<file path="config.mk">
export PLATFORM = sky130hd
export DESIGN_NAME = hidden_spike_buffer
export DESIGN_NICKNAME = d
export VERILOG_FILES = /design/src/rtl/hidden_spike_buffer.sv
export SDC_FILE = /design/constraint.sdc
export NUM_CORES = 1
export LEC_CHECK = 0
export CAP_MARGIN = 20
export CORE_ASPECT_RATIO = 1.25
export CORE_MARGIN = 3
export CORE_UTILIZATION = 53
export CTS_CLUSTER_SIZE = 24
export DETAILED_ROUTE_END_ITERATION = 10
export GPL_TIMING_DRIVEN = 0
export HOLD_SLACK_MARGIN = 0.15
export PLACE_DENSITY = 0.75
export RECOVER_POWER = 25
export SYNTH_ARGS = -nofsm -noshare
export SYNTH_HDL_FRONTEND = slang
export SYNTH_SLANG_ARGS = --single-unit
</file>
<file path="constraint.sdc">
create_clock -name clk -period 2.79 [get_ports clk]
set_clock_uncertainty 0.1 [all_clocks]
set_input_delay 0.279 -clock clk [delete_from_list [all_inputs] [get_ports clk]]
set_output_delay 0.279 -clock clk [all_outputs]
set_load 0.03 [all_outputs]
</file>
<file path="src/rtl/hidden_spike_buffer.sv">
// hidden_spike_buffer: per-channel saturating spike-event counters feeding a
// downstream arbitrated request/acknowledge interface. A channel requests
// while it has pending events; each valid acknowledge consumes one event.
// Optional feature macro: HIDDEN_SPIKE_DROP_CNT_EN adds a 16-bit saturating
// drop_count output that totals every event lost to counter saturation.
module hidden_spike_buffer #(
    parameter int N_CH  = 8,
    parameter int CNT_W = 3
) (
    input  logic            clk,
    input  logic            resetn,
    input  logic [N_CH-1:0] spike_in,
    input  logic [N_CH-1:0] acks_in,
    output logic [N_CH-1:0] spikes_out,
    output logic            pending_any,
    output logic            overflow
`ifdef HIDDEN_SPIKE_DROP_CNT_EN
    ,
    output logic [15:0]     drop_count
`endif
);

    localparam logic [CNT_W-1:0] CNT_MAX  = {CNT_W{1'b1}};
    localparam logic [CNT_W-1:0] CNT_ZERO = {CNT_W{1'b0}};
    localparam logic [CNT_W-1:0] CNT_ONE  = {{(CNT_W-1){1'b0}}, 1'b1};

    logic [N_CH-1:0][CNT_W-1:0] count_q;
    logic [N_CH-1:0][CNT_W-1:0] count_d;
    logic                       overflow_q;
    logic                       overflow_d;
    logic [N_CH-1:0]            drop_vec_s;
    logic [N_CH-1:0]            valid_ack_s;

    // Per-channel up/down counter next state; a spike arriving on a full
    // channel is dropped and flagged.
    always_comb begin
        count_d     = count_q;
        drop_vec_s  = {N_CH{1'b0}};
        valid_ack_s = {N_CH{1'b0}};
        for (int i = 0; i < N_CH; i++) begin
            valid_ack_s[i] = acks_in[i] & (count_q[i] != CNT_ZERO);
            case ({spike_in[i], valid_ack_s[i]})
                2'b10: begin
                    if (count_q[i] == CNT_MAX) begin
                        drop_vec_s[i] = 1'b1;
                    end else begin
                        count_d[i] = count_q[i] + CNT_ONE;
                    end
                end
                2'b01: begin
                    count_d[i] = count_q[i] - CNT_ONE;
                end
                default: begin
                    count_d[i] = count_q[i];
                end
            endcase
        end
        overflow_d = overflow_q | (|drop_vec_s);
    end

    // State registers; reset discards every pending event and the sticky flag.
    always_ff @(posedge clk) begin
        if (resetn) begin
            count_q    <= {(N_CH*CNT_W){1'b0}};
            overflow_q <= 1'b0;
        end else begin
            count_q    <= count_d;
            overflow_q <= overflow_d;
        end
    end

`ifdef HIDDEN_SPIKE_DROP_CNT_EN
    localparam int DW = $clog2(N_CH + 1);

    logic [15:0]   drop_count_q;
    logic [15:0]   drop_count_d;
    logic [DW-1:0] drop_num_s;
    logic [16:0]   drop_sum_s;

    // Count dropped events this cycle and add them with saturation at 16'hFFFF.
    always_comb begin
        drop_num_s = {DW{1'b0}};
        for (int i = 0; i < N_CH; i++) begin
            drop_num_s = drop_num_s + DW'(drop_vec_s[i]);
        end
        drop_sum_s = {1'b0, drop_count_q} + 17'(drop_num_s);
        if (drop_sum_s[16]) begin
            drop_count_d = 16'hFFFF;
        end else begin
            drop_count_d = drop_sum_s[15:0];
        end
    end

    // Drop-count register, cleared only by reset.
    always_ff @(posedge clk) begin
        if (resetn) begin
            drop_count_q <= 16'h0000;
        end else begin
            drop_count_q <= drop_count_d;
        end
    end

    assign drop_count = drop_count_q;
`endif

    // Outputs decode registered state only, so a combinational downstream
    // acknowledge can never form a loop back through this block.
    always_comb begin
        spikes_out = {N_CH{1'b0}};
        for (int i = 0; i < N_CH; i++) begin
            spikes_out[i] = (count_q[i] != CNT_ZERO);
        end
        pending_any = |spikes_out;
        overflow    = overflow_q;
    end

endmodule

</file>
==> impl_metrics.py <==
metrics = {
    "timing": {
        "setup_total_negative_slack_ns": 0,
        "maxSlewHeadroom_pct": 66.4,
        "finalHoldViolCount": 0,
        "grt_setup_unrepaired": "no",
        "final-setup-viol-count": 0,
        "worst_hold_slack_ns": 0.265,
        "maxClockFrequency_ghz": 0.377,
        "worst-slew-pin-transition_ns": 0.504,
        "final.min_clock_period_ns": 2.65,
        "timing.final.crit_share_pct": 95.0,
        "count_of_final_max_slew_check_failures": 0,
    },
    "final_layout": {
        "antenna_cells_inserted": 0,
        "flow.area_growth_from_synthesis_pct": 13.7,
        "final.fill_count": 469,
        "post-route-cell-area_mm2": 0.00298,
        "final-seq-area_um2": 500,
        "drive_gt1_share_pct": 7.34,
        "fin_nets": 422,
        "multi_input_comb_area_mm2": 0.00187,
    },
    "global_routing": {
        "globalRoute.totalOverflow": 0,
        "global_route_wire_length_before_repair_um": 10600,
        "number_of_antenna_violations_at_the_first_check_in_global_routing": 0,
        "grt_max_degree": 16,
        "grt_util_all_layers_pct": 22.3,
        "grt_pass1_vias": 2491,
    },
    "drt": {
        "routed_via_density": 6.04,
        "routedWlPerCell_um": 13.6,
        "via_count": 2748,
        "first_pass_iters": 7,
        "route.final.wire_length_um": 6170,
        "post-route-drc-count": 0,
        "route.antenna.remaining_nets": 0,
        "dr.first_iter.drc_count": 176,
    },
    "clock_network": {
        "numClockSinks": 25,
        "cts_max_path_buffers": 2,
        "skew_pair_late_insertion_delay_ns": 0.27,
        "clock_tree_from_tritoncts": "done",
        "cts.htree.levels": 1,
        "cts_root_buf": "sky130_fd_sc_hd__clkbuf_8",
        "hold_buffers": 0,
        "worst_setup_hold_path_clk_slew_ns": 0.10,
        "post-cts-setup-buffers": 0,
        "cts.repair.resized": 0,
        "cts_inserted_buffers": 3,
    },
    "placed_design": {
        "place.gp.congestion": 0.857,
        "dp_hpwl_um": 4560,
        "placement.cell_area_mm2": 0.00295,
        "placement.io_buffers": 25,
    },
    "synthesis": {
        "synth.top_cells.by_area": "sky130_fd_sc_hd__dfxtp_1, sky130_fd_sc_hd__o21ai_0, sky130_fd_sc_hd__a21oi_1",
        "distinct_cells_synth": 40,
        "post_synthesis_share_of_cell_area_spent_on_full_adders_half_adders_and_majority_gates_pct": 6.11,
        "synth_top_family_by_area": "compound AO/OA/AOI/OAI gates",
        "synth-edff-count": 0,
        "syn-cell-area_mm2": 0.00262,
        "simple_gate_area_share_of_the_yosys_netlist_pct": 25.7,
        "synth_compound_gate_area_share_pct": 33.5,
        "synth.area.mux_share_pct": 0.764,
        "synth_warnings": 0,
        "netlist.top_cell.by_area": "sky130_fd_sc_hd__dfxtp_1",
        "synth.avg_cell_area_um2": 7.16,
        "async_flop_share_pct": 0,
        "synth_top_area_share_pct": 19.1,
        "seq_area_frac_synth_pct": 19.1,
        "mappedNetlistNets": 392,
        "synth.most_common_cell": "sky130_fd_sc_hd__o21ai_0",
        "synth_xor_xnor_area_share_pct": 5.35,
        "synth.top_cells.by_count": "sky130_fd_sc_hd__o21ai_0, sky130_fd_sc_hd__a21oi_1, sky130_fd_sc_hd__nand2_1",
        "main_synth_ff_type": "sky130_fd_sc_hd__dfxtp_1",
        "number_of_storage_elements_in_the_synthesis_netlist": 25,
        "synth_cells": 366,
    },
    "worst_setup_path": {
        "critical_path_start_type": "flop",
        "peak_fanout_along_the_critical_path": 9,
        "cp.required_ns": 2.41,
        "worst_ep_arrival_time_ns": 2.27,
        "worstSetupPathType": "flop to primary output",
        "crit_path_end_kind": "primary output",
    },
    "power_and_ir_drop": {
        "p_seq_share_pct": 26.6,
        "comb_power_share_pct": 62.1,
        "swShare_pct": 45.7,
        "power_mw": 1.98,
        "p_leak_nw": 1.01,
        "share_clk_of_total_power_pct": 11.4,
        "internal-power_mw": 1.08,
        "peak_supply_drop_mv": 0.316,
        "power-per-cell-area_mw_per_mm2": 664,
        "switchingPower_uw": 905,
    },
    "floorplanning": {
        "dieWidth_um": 68.9,
        "rows": 28,
        "core_area_mm2": 0.00476,
        "floorplan.initialDensity_pct": 55.0,
        "fp.dieH_um": 84.6,
        "floorplan.die_area_mm2": 0.00583,
        "pin_count": 28,
    },
    "status": {
        "status": "finished, final reports clean",
    },
    "hold_path": {
        "kind_of_path_behind_the_tightest_hold_check": "input pin to flop",
    },
    "flow_run": {
        "timing.max_cap.violations": 0,
    },
}
==> final cells by class <==
cell class	instances	share of cell area [%]
repair buffers	25	8.40
inverters	18	2.27
flip-flops and latches	25	16.8
well taps	60	2.52
clock buffers	3	1.39
clock inverters	1	0.252
multi-input cells	290	62.8
plain buffers	33	5.54
==> final timing paths <==
| path | startpoint | end | slack (ns) | depth (start not counted) |
|---|---|---|---|---|
| hold reg to reg | count_q[19] | count_q[18] | 0.46 | 2 |
| setup / recovery | count_q[10] | pending_any | 0.14 | 5 |
| setup reg to reg | count_q[23] | count_q[22] | 0.40 | 8 |
| hold / removal | resetn | count_q[11] | 0.27 | 2 |
==> sequential cells by signal (all words and copies together), names as in the netlist <==
| signal | count |
|---|---|
| count_q | 24 |
| overflow | 1 |
==> worst max-delay path, stage by stage (launching register included) <==
cell,delay [ns]
sky130_fd_sc_hd__dfxtp_1,0.31
sky130_fd_sc_hd__buf_2,0.16
sky130_fd_sc_hd__or3_1,0.39
sky130_fd_sc_hd__nor4_1,0.42
sky130_fd_sc_hd__nand2_1,0.11
sky130_fd_sc_hd__clkdlybuf4s50_1,0.60
==> per-layer routing <==
layer / GRT usage (%) / routed length, um / share of wire [%]
met1: 29.5 / 2780 / 45
met2: 38.6 / 3090 / 50
met3: 2.14 / 246 / 4.0
met4: 4.43 / 44 / 0.71
met5: 0 / 0 / 0
==> through the flow <==
stage / cells / worst slack, ns / util, %
global route: 455 / 0.0411 / 62.5
global placement: 451 / 0.281 / 61.8
finish: 455 / 0.141 / 62.5
detailed placement: 451 / 0.268 / 61.8
floorplan: 366 / 0.461 / -
CTS: 455 / 0.0728 / 62.8
==> power groups by stage <==
stage	registers, mW	clock network [mW]	logic (mW)
finish	0.526	0.225	1.23
global route	0.540	0.251	1.37
detailed placement	0.532	0	1.23
CTS	0.524	0.233	1.23
floorplan	0.507	0	0.933
global placement	0.531	0	1.20
==> logic make-up (layout without fill, tap and decap cells) <==
family                   after synthesis  count (layout)
flip-flops                            25              25
adder cells (fa/ha/maj)                8               8
XOR/XNOR                              16              16
multiplexers                           2               2
buffers and inverters                 51              80
AO/OA/AOI/OAI                        140             140
AND/OR/NAND/NOR                      124             124
==> cells in the final DEF (no fill, tap or decap), types with 8 or more instances in the layout <==
cell	synthesis	routed
sky130_fd_sc_hd__buf_2	24	18
sky130_fd_sc_hd__nor2_1	25	25
sky130_fd_sc_hd__nor2b_1	16	16
sky130_fd_sc_hd__xor2_1	8	8
sky130_fd_sc_hd__a22o_1	9	9
sky130_fd_sc_hd__inv_1	18	18
sky130_fd_sc_hd__nand2_1	28	28
sky130_fd_sc_hd__clkdlybuf4s50_1	0	25
sky130_fd_sc_hd__nand2b_1	20	20
sky130_fd_sc_hd__dfxtp_1	25	25
sky130_fd_sc_hd__o21ai_0	59	59
sky130_fd_sc_hd__nand4b_1	8	8
sky130_fd_sc_hd__xnor2_1	8	8
sky130_fd_sc_hd__a221o_1	8	8
sky130_fd_sc_hd__a222oi_1	8	8
sky130_fd_sc_hd__a21oi_1	33	33
sky130_fd_sc_hd__fa_1	8	8
sky130_fd_sc_hd__clkbuf_1	3	11
Note: power is estimated with default switching activity, not from simulation.
==> patch 1: new RTL, config.mk and constraints unchanged <==
The option `HIDDEN_SPIKE_DROP_CNT_EN` is turned on by a define.
--- a/src/rtl/hidden_spike_buffer.sv
+++ b/src/rtl/hidden_spike_buffer.sv
@@ -4,4 +4,6 @@
 // Optional feature macro: HIDDEN_SPIKE_DROP_CNT_EN adds a 16-bit saturating
 // drop_count output that totals every event lost to counter saturation.
+`define HIDDEN_SPIKE_DROP_CNT_EN
+
 module hidden_spike_buffer #(
     parameter int N_CH  = 8,
Check against the original RTL (old outputs only; new: drop_count): equivalent (Yosys induction, for registers that start in step).
==> patch 1 against the unedited design <==
The run now ends with negative setup slack left. Die area rose by 31%. Setup slack got worse by 1.2 ns. Synthesized cell count rose by 27%. Sequential cell count rose by 16. Global-route usage rose by 1.6 points. Clock power rose by 110%. Final area rose by 46%. Routed wire length rose by 47%. Total power rose by 13%. First-iteration DRC count fell by 13%. Area after synthesis rose by 34%. Largest cell class unchanged. Largest power group unchanged.
==> patch 1: results (changes against the unedited design) <==
| Metric | Value |
|---|---|
| Outcome | complete, but fails checks |
| Violations in the final reports | negative setup slack |
| Largest cells by area after synthesis | sky130_fd_sc_hd__dfxtp_1, sky130_fd_sc_hd__o21ai_0, sky130_fd_sc_hd__fa_1 |
| Count of fill cells added during filler insertion | 534 (+14%) |
| Origin of the critical flop-to-flop path | count_q[8] |
| Top fanout value on the critical path | 6 (-3) |
| Wire length of the first global-routing pass | 15,260 µm (+44%) |
| Iteration-0 DRC count of the detailed router | 153 (-13%) |
| Worst Path Arrival | 3.99 ns (+1.72 ns) |
| Port Buffers | 40 (+60%) |
| Slew HR | 45.51% (-21 points) |
| Number of endpoints failing setup at the final stage | 16 (+16) |
| Final #Nets | 553 (+31%) |
| Worst-case setup slack after placement | -1.641 ns (-1.909 ns) |
| Cell Count Post-Placement | 590 (+31%) |
| Switching part of the total | 39.85% (-5.8 points) |
| Layout cells sized above 1 | 12.02% (+4.7 points) |
| Average wire per cell in the routed design | 15.06 µm (+11%) |
| Depth of the CTS H-tree | 2 (+1) |
| Peak supply drop | 324.7 µV (+2.7%) |
| Synthesized Nets | 502 (+28%) |
| Worst Hold Launch | acks_in[6] |
| Global router's overall resource usage | 23.88% (+1.6 points) |
| Average footprint of a synthesized cell | 7.566 µm² (+5.7%) |
| Area after DPL | 4086 µm² (+39%) |
| Half-perimeter wire length of the detailed placement result | 6427 µm (+41%) |
| Maximum number of pins on one net before global-route repair | 13 (-3) |
| Count of different cell masters after synthesis | 56 (+40%) |
| Met2 wire length | 4684 µm (+51%) |
| Final worst-path setup slack | -1.080 ns (-1.220 ns) |
| P_leak | 1.549 nW (+53%) |
| Clock latency reported for the late side of the worst-skew pair | 0.30 ns (+0.03 ns) |
| DRT Pass-1 Iters | 5 (-2) |
[patch 1: cell count changes after synthesis, moves of 10 or more]
cell	unedited run	this run
sky130_fd_sc_hd__a31oi_1	3	16
sky130_fd_sc_hd__and3_1	1	11
sky130_fd_sc_hd__buf_2	24	6
sky130_fd_sc_hd__clkbuf_1	3	26
sky130_fd_sc_hd__dfxtp_1	25	41
sky130_fd_sc_hd__inv_1	18	28
sky130_fd_sc_hd__nand2_1	28	40
[patch 1: power by group through the flow]
stage / clock network (mW) / registers [mW] / logic (mW)
6_report: 0.474 / 0.728 / 1.03
5_1_grt: 0.504 / 0.740 / 1.15
4_1_cts: 0.484 / 0.723 / 1.02
3_5_place_dp: 0 / 0.741 / 0.986
3_3_place_gp: 0 / 0.739 / 0.959
2_1_floorplan: 0 / 0.719 / 0.734
[patch 1: cell type report]
cell class / count / share of cell area [%]
inverter: 28 / 2.409
clock buffer: 5 / 1.577
timing repair buffer: 48 / 10.87
sequential: 41 / 19.16
tap: 85 / 2.438
multi-input combinational: 362 / 59.68
buffer: 30 / 3.069
clock inverter: 2 / 0.8030
[patch 1: routing by layer]
layer	up-vias	global-route usage [%]
met5	-	0
met4	0	5.952
met3	11	3.803
met2	101	42.18
met1	1714	30.06
li1	1814	-
[patch 1: final timing paths]
kind	slack (ns)	cells past startpoint	endpoint
max	-1.08	13	drop_count[14]
min	0.39	4	count_q[18]
max reg2reg	-1.08	13	drop_count[14]
min reg2reg	0.44	2	drop_count[14]
[patch 1: cell families (layout without fill, tap and decap cells)]
family | after synthesis | in the layout | share of synthesized area (%)
simple gates | 162 | 163 | 25.50
compound gates | 161 | 161 | 29.48
buf+inv | 63 | 113 | 7.326
flops | 41 | 41 | 23.33
fa+ha+maj | 19 | 19 | 9.531
xor+xnor | 16 | 16 | 3.983
mux | 3 | 3 | 0.8535
[patch 1: repair_timing]
item                       CTS  global route
setup endpoints to repair   17            17
buffers inserted             9             0
hold buffers                 0             0
gates cloned                 1             0
resized for setup           30            12
pin swaps                   19            14
[patch 1: worst max-delay path, stage by stage (launching register included)]
cell	delay (ns)
sky130_fd_sc_hd__dfxtp_4	0.35
sky130_fd_sc_hd__and3b_2	0.21
sky130_fd_sc_hd__and3_4	0.19
sky130_fd_sc_hd__fa_1	0.52
sky130_fd_sc_hd__inv_2	0.04
sky130_fd_sc_hd__fa_1	0.47
sky130_fd_sc_hd__inv_1	0.05
sky130_fd_sc_hd__fa_1	0.45
sky130_fd_sc_hd__fa_2	0.38
sky130_fd_sc_hd__fa_2	0.38
sky130_fd_sc_hd__nand3_4	0.12
sky130_fd_sc_hd__nand2_4	0.08
sky130_fd_sc_hd__and4_1	0.20
sky130_fd_sc_hd__a311oi_1	0.24
==> patch 2: new RTL, config.mk and constraints unchanged <==
Made on the original files. Put a register stage on the output `overflow`, cleared by the reset. The value now appears one clock later. The other outputs are not delayed to match.
--- a/src/rtl/hidden_spike_buffer.sv
+++ b/src/rtl/hidden_spike_buffer.sv
@@ -24,4 +24,6 @@
     localparam logic [CNT_W-1:0] CNT_ZERO = {CNT_W{1'b0}};
     localparam logic [CNT_W-1:0] CNT_ONE  = {{(CNT_W-1){1'b0}}, 1'b1};
+
+    logic overflow_c;
 
     logic [N_CH-1:0][CNT_W-1:0] count_q;
@@ -112,5 +114,13 @@
         end
         pending_any = |spikes_out;
-        overflow    = overflow_q;
+        overflow_c  = overflow_q;
+    end
+
+    always_ff @(posedge clk) begin
+        if (resetn) begin
+            overflow <= '0;
+        end else begin
+            overflow <= overflow_c;
+        end
     end
 
Formal check against the unedited RTL: not equivalent (a bounded check fails within 10 cycles, from zero or initial values and one cycle with resetn high).
==> patch 2 against the unedited design <==
Area after synthesis up 0.81%. Sequential cell count up 1. Critical path depth stayed put. Final area is 1.3% higher. Worst hold slack got worse by 0.057 ns. Sequential share of layout area up 0.44 points. Routed wire length up 1.2%. Total power grew 6.7%. Setup slack gained 0.050 ns. Critical path type unchanged. Largest power group unchanged.
==> patch 2: results (changes against the unedited design) <==
| Metric | Value |
|---|---|
| Outcome | finished, final reports clean |
| Peak supply drop | 390.8 µV (+24%) |
| Sequential power share | 25.7% (-0.9 points) |
| CTS tree | built |
| Largest cells by area after synthesis | sky130_fd_sc_hd__dfxtp_1, sky130_fd_sc_hd__o21ai_0, sky130_fd_sc_hd__a21oi_1 |
| Iteration-0 DRC count of the detailed router | 238 (+35%) |
| Synthesized Nets | 393 (+0.26%) |
| Worst Hold Launch | spike_in[2] |
| Total net switching power | 0.9266 mW (+2.4%) |
| Count of different cell masters after synthesis | 41 (+2.5%) |
| Via count of the first global-routing pass | 2,452 (-1.6%) |
| Compound-gate portion of the synthesized area | 32.59% (-0.89 points) |
| Vias after detailed routing | 2,738 (-0.36%) |
| Ant diodes | 0 (unchanged) |
| Global router's overall resource usage | 21.35% (-0.95 points) |
| Slew @ Worst Pin | 0.5459 ns (+0.04156 ns) |
| Maximum number of pins on one net before global-route repair | 16 (unchanged) |
| Wire length of the first global-routing pass | 10,770 µm (+1.4%) |
| Most used standard cells in the synthesized netlist | sky130_fd_sc_hd__o21ai_0, sky130_fd_sc_hd__a21oi_1, sky130_fd_sc_hd__nand2_1, sky130_fd_sc_hd__dfxtp_1, sky130_fd_sc_hd__nor2_1 |
| Area after DPL | 2957 µm² (+0.38%) |
| Number of cells on the worst hold path | 3 (+1) |
| Power group with the largest share | combinational cells |
| FF-to-FF setup slack | between 0.3 and 0.4 ns |
| Share of synthesized cell area in full adder, half adder and majority cells | 6.063% (-0.049 points) |
| Clock latency reported for the late side of the worst-skew pair | 0.28 ns |
| Post-synthesis sequential area ratio | 19.71% (+0.60 points) |
| Global placer's final weighted congestion | 0.8583 (+0.21%) |
| Min-Delay Endpoint | count_q[8] |
| Worst-case setup slack after placement | 0.2880 ns (+0.02000 ns) |
| DRT Pass-1 Iters | 5 (-2) |
| P_leak | 1.014 nW (+0.14%) |
| Antenna violations before repair | 0 (unchanged) |
| Share of the synthesized netlist area taken by xor and xnor gates | 5.306% (-0.043 points) |
| Final #Nets | 422 (unchanged) |
| Kind of path behind the tightest hold check | in2reg |
| Top fanout value on the critical path | 10 (+1) |
| Mux contribution to synthesized area | 1.516% (+0.75 points) |
| Count of fill cells added during filler insertion | 457 (-2.6%) |
| Clock input transition at the sequential cells of the worst setup and hold paths | 0.10 ns (about the same) |
| Port Buffers | 24 (-4.0%) |
| Average wire per cell in the routed design | 13.71 µm (+1.2%) |
| Layout cells sized above 1 | 7.848% (+0.51 points) |
| Half-perimeter wire length of the detailed placement result | 4522 µm (-0.88%) |
| Power attributed to combinational cells | 1.24 mW |
| R2R Path End | count_q[13] |
| Origin of the critical flop-to-flop path | count_q[14] |
==> patch 2: final cells by class <==
class | count | area, µm² | area share [%]
sequential | 26 | 520.5 | 17.24
timing repair buffer | 24 | 240.2 | 7.957
multi-input combinational | 290 | 1884 | 62.41
inverter | 18 | 67.56 | 2.238
clock inverter | 1 | 30.03 | 0.9946
buffer | 33 | 160.2 | 5.305
clock buffer | 3 | 41.29 | 1.368
tap | 60 | 75.07 | 2.487
==> patch 2: cells by family (layout without fill, tap and decap cells) <==
family,after synthesis,in the layout
AOI/OAI and AO/OA,137,137
muxes,4,4
DFF,26,26
and+or+nand+nor,125,125
buffers and inverters,51,79
xor gates and xnor gates,16,16
adders and majority gates,8,8
==> patch 2: through the flow <==
stage | instances | hold slack (ns) | utilization (%) | power (mW)
2_1_floorplan | 367 | 0.3387 | - | 1.469
3_3_place_gp | 451 | 0.3664 | 62.05 | 1.754
3_5_place_dp | 451 | 0.3694 | 62.05 | 1.778
4_1_cts | 455 | 0.2139 | 63.55 | 2.105
5_1_grt | 455 | 0.2446 | 63.37 | 2.278
6_report | 455 | 0.2082 | 63.37 | 2.113
==> patch 2: worst max path at each step <==
stage / startpoint / end / slack, ns / cells past startpoint
finish: count_q[23] / pending_any / 0.19 / 5
global route: count_q[23] / pending_any / 0.03 / 5
CTS: count_q[23] / pending_any / 0.04 / 5
detailed placement: acks_in[7] / count_q[22] / 0.29 / 8
global placement: acks_in[7] / count_q[22] / 0.28 / 8
floorplan: count_q[23] / count_q[22] / 0.48 / 8
==> patch 2: routing by layer <==
metal / vias up / GRT usage (%) / share of wire, %
met2: 55 / 37.76 / 50
met3: 5 / 2.133 / 2.7
met4: 0 / 5.329 / 0.95
met5: - / 0 / 0
met1: 1288 / 27.85 / 47
li1: 1390 / - / -
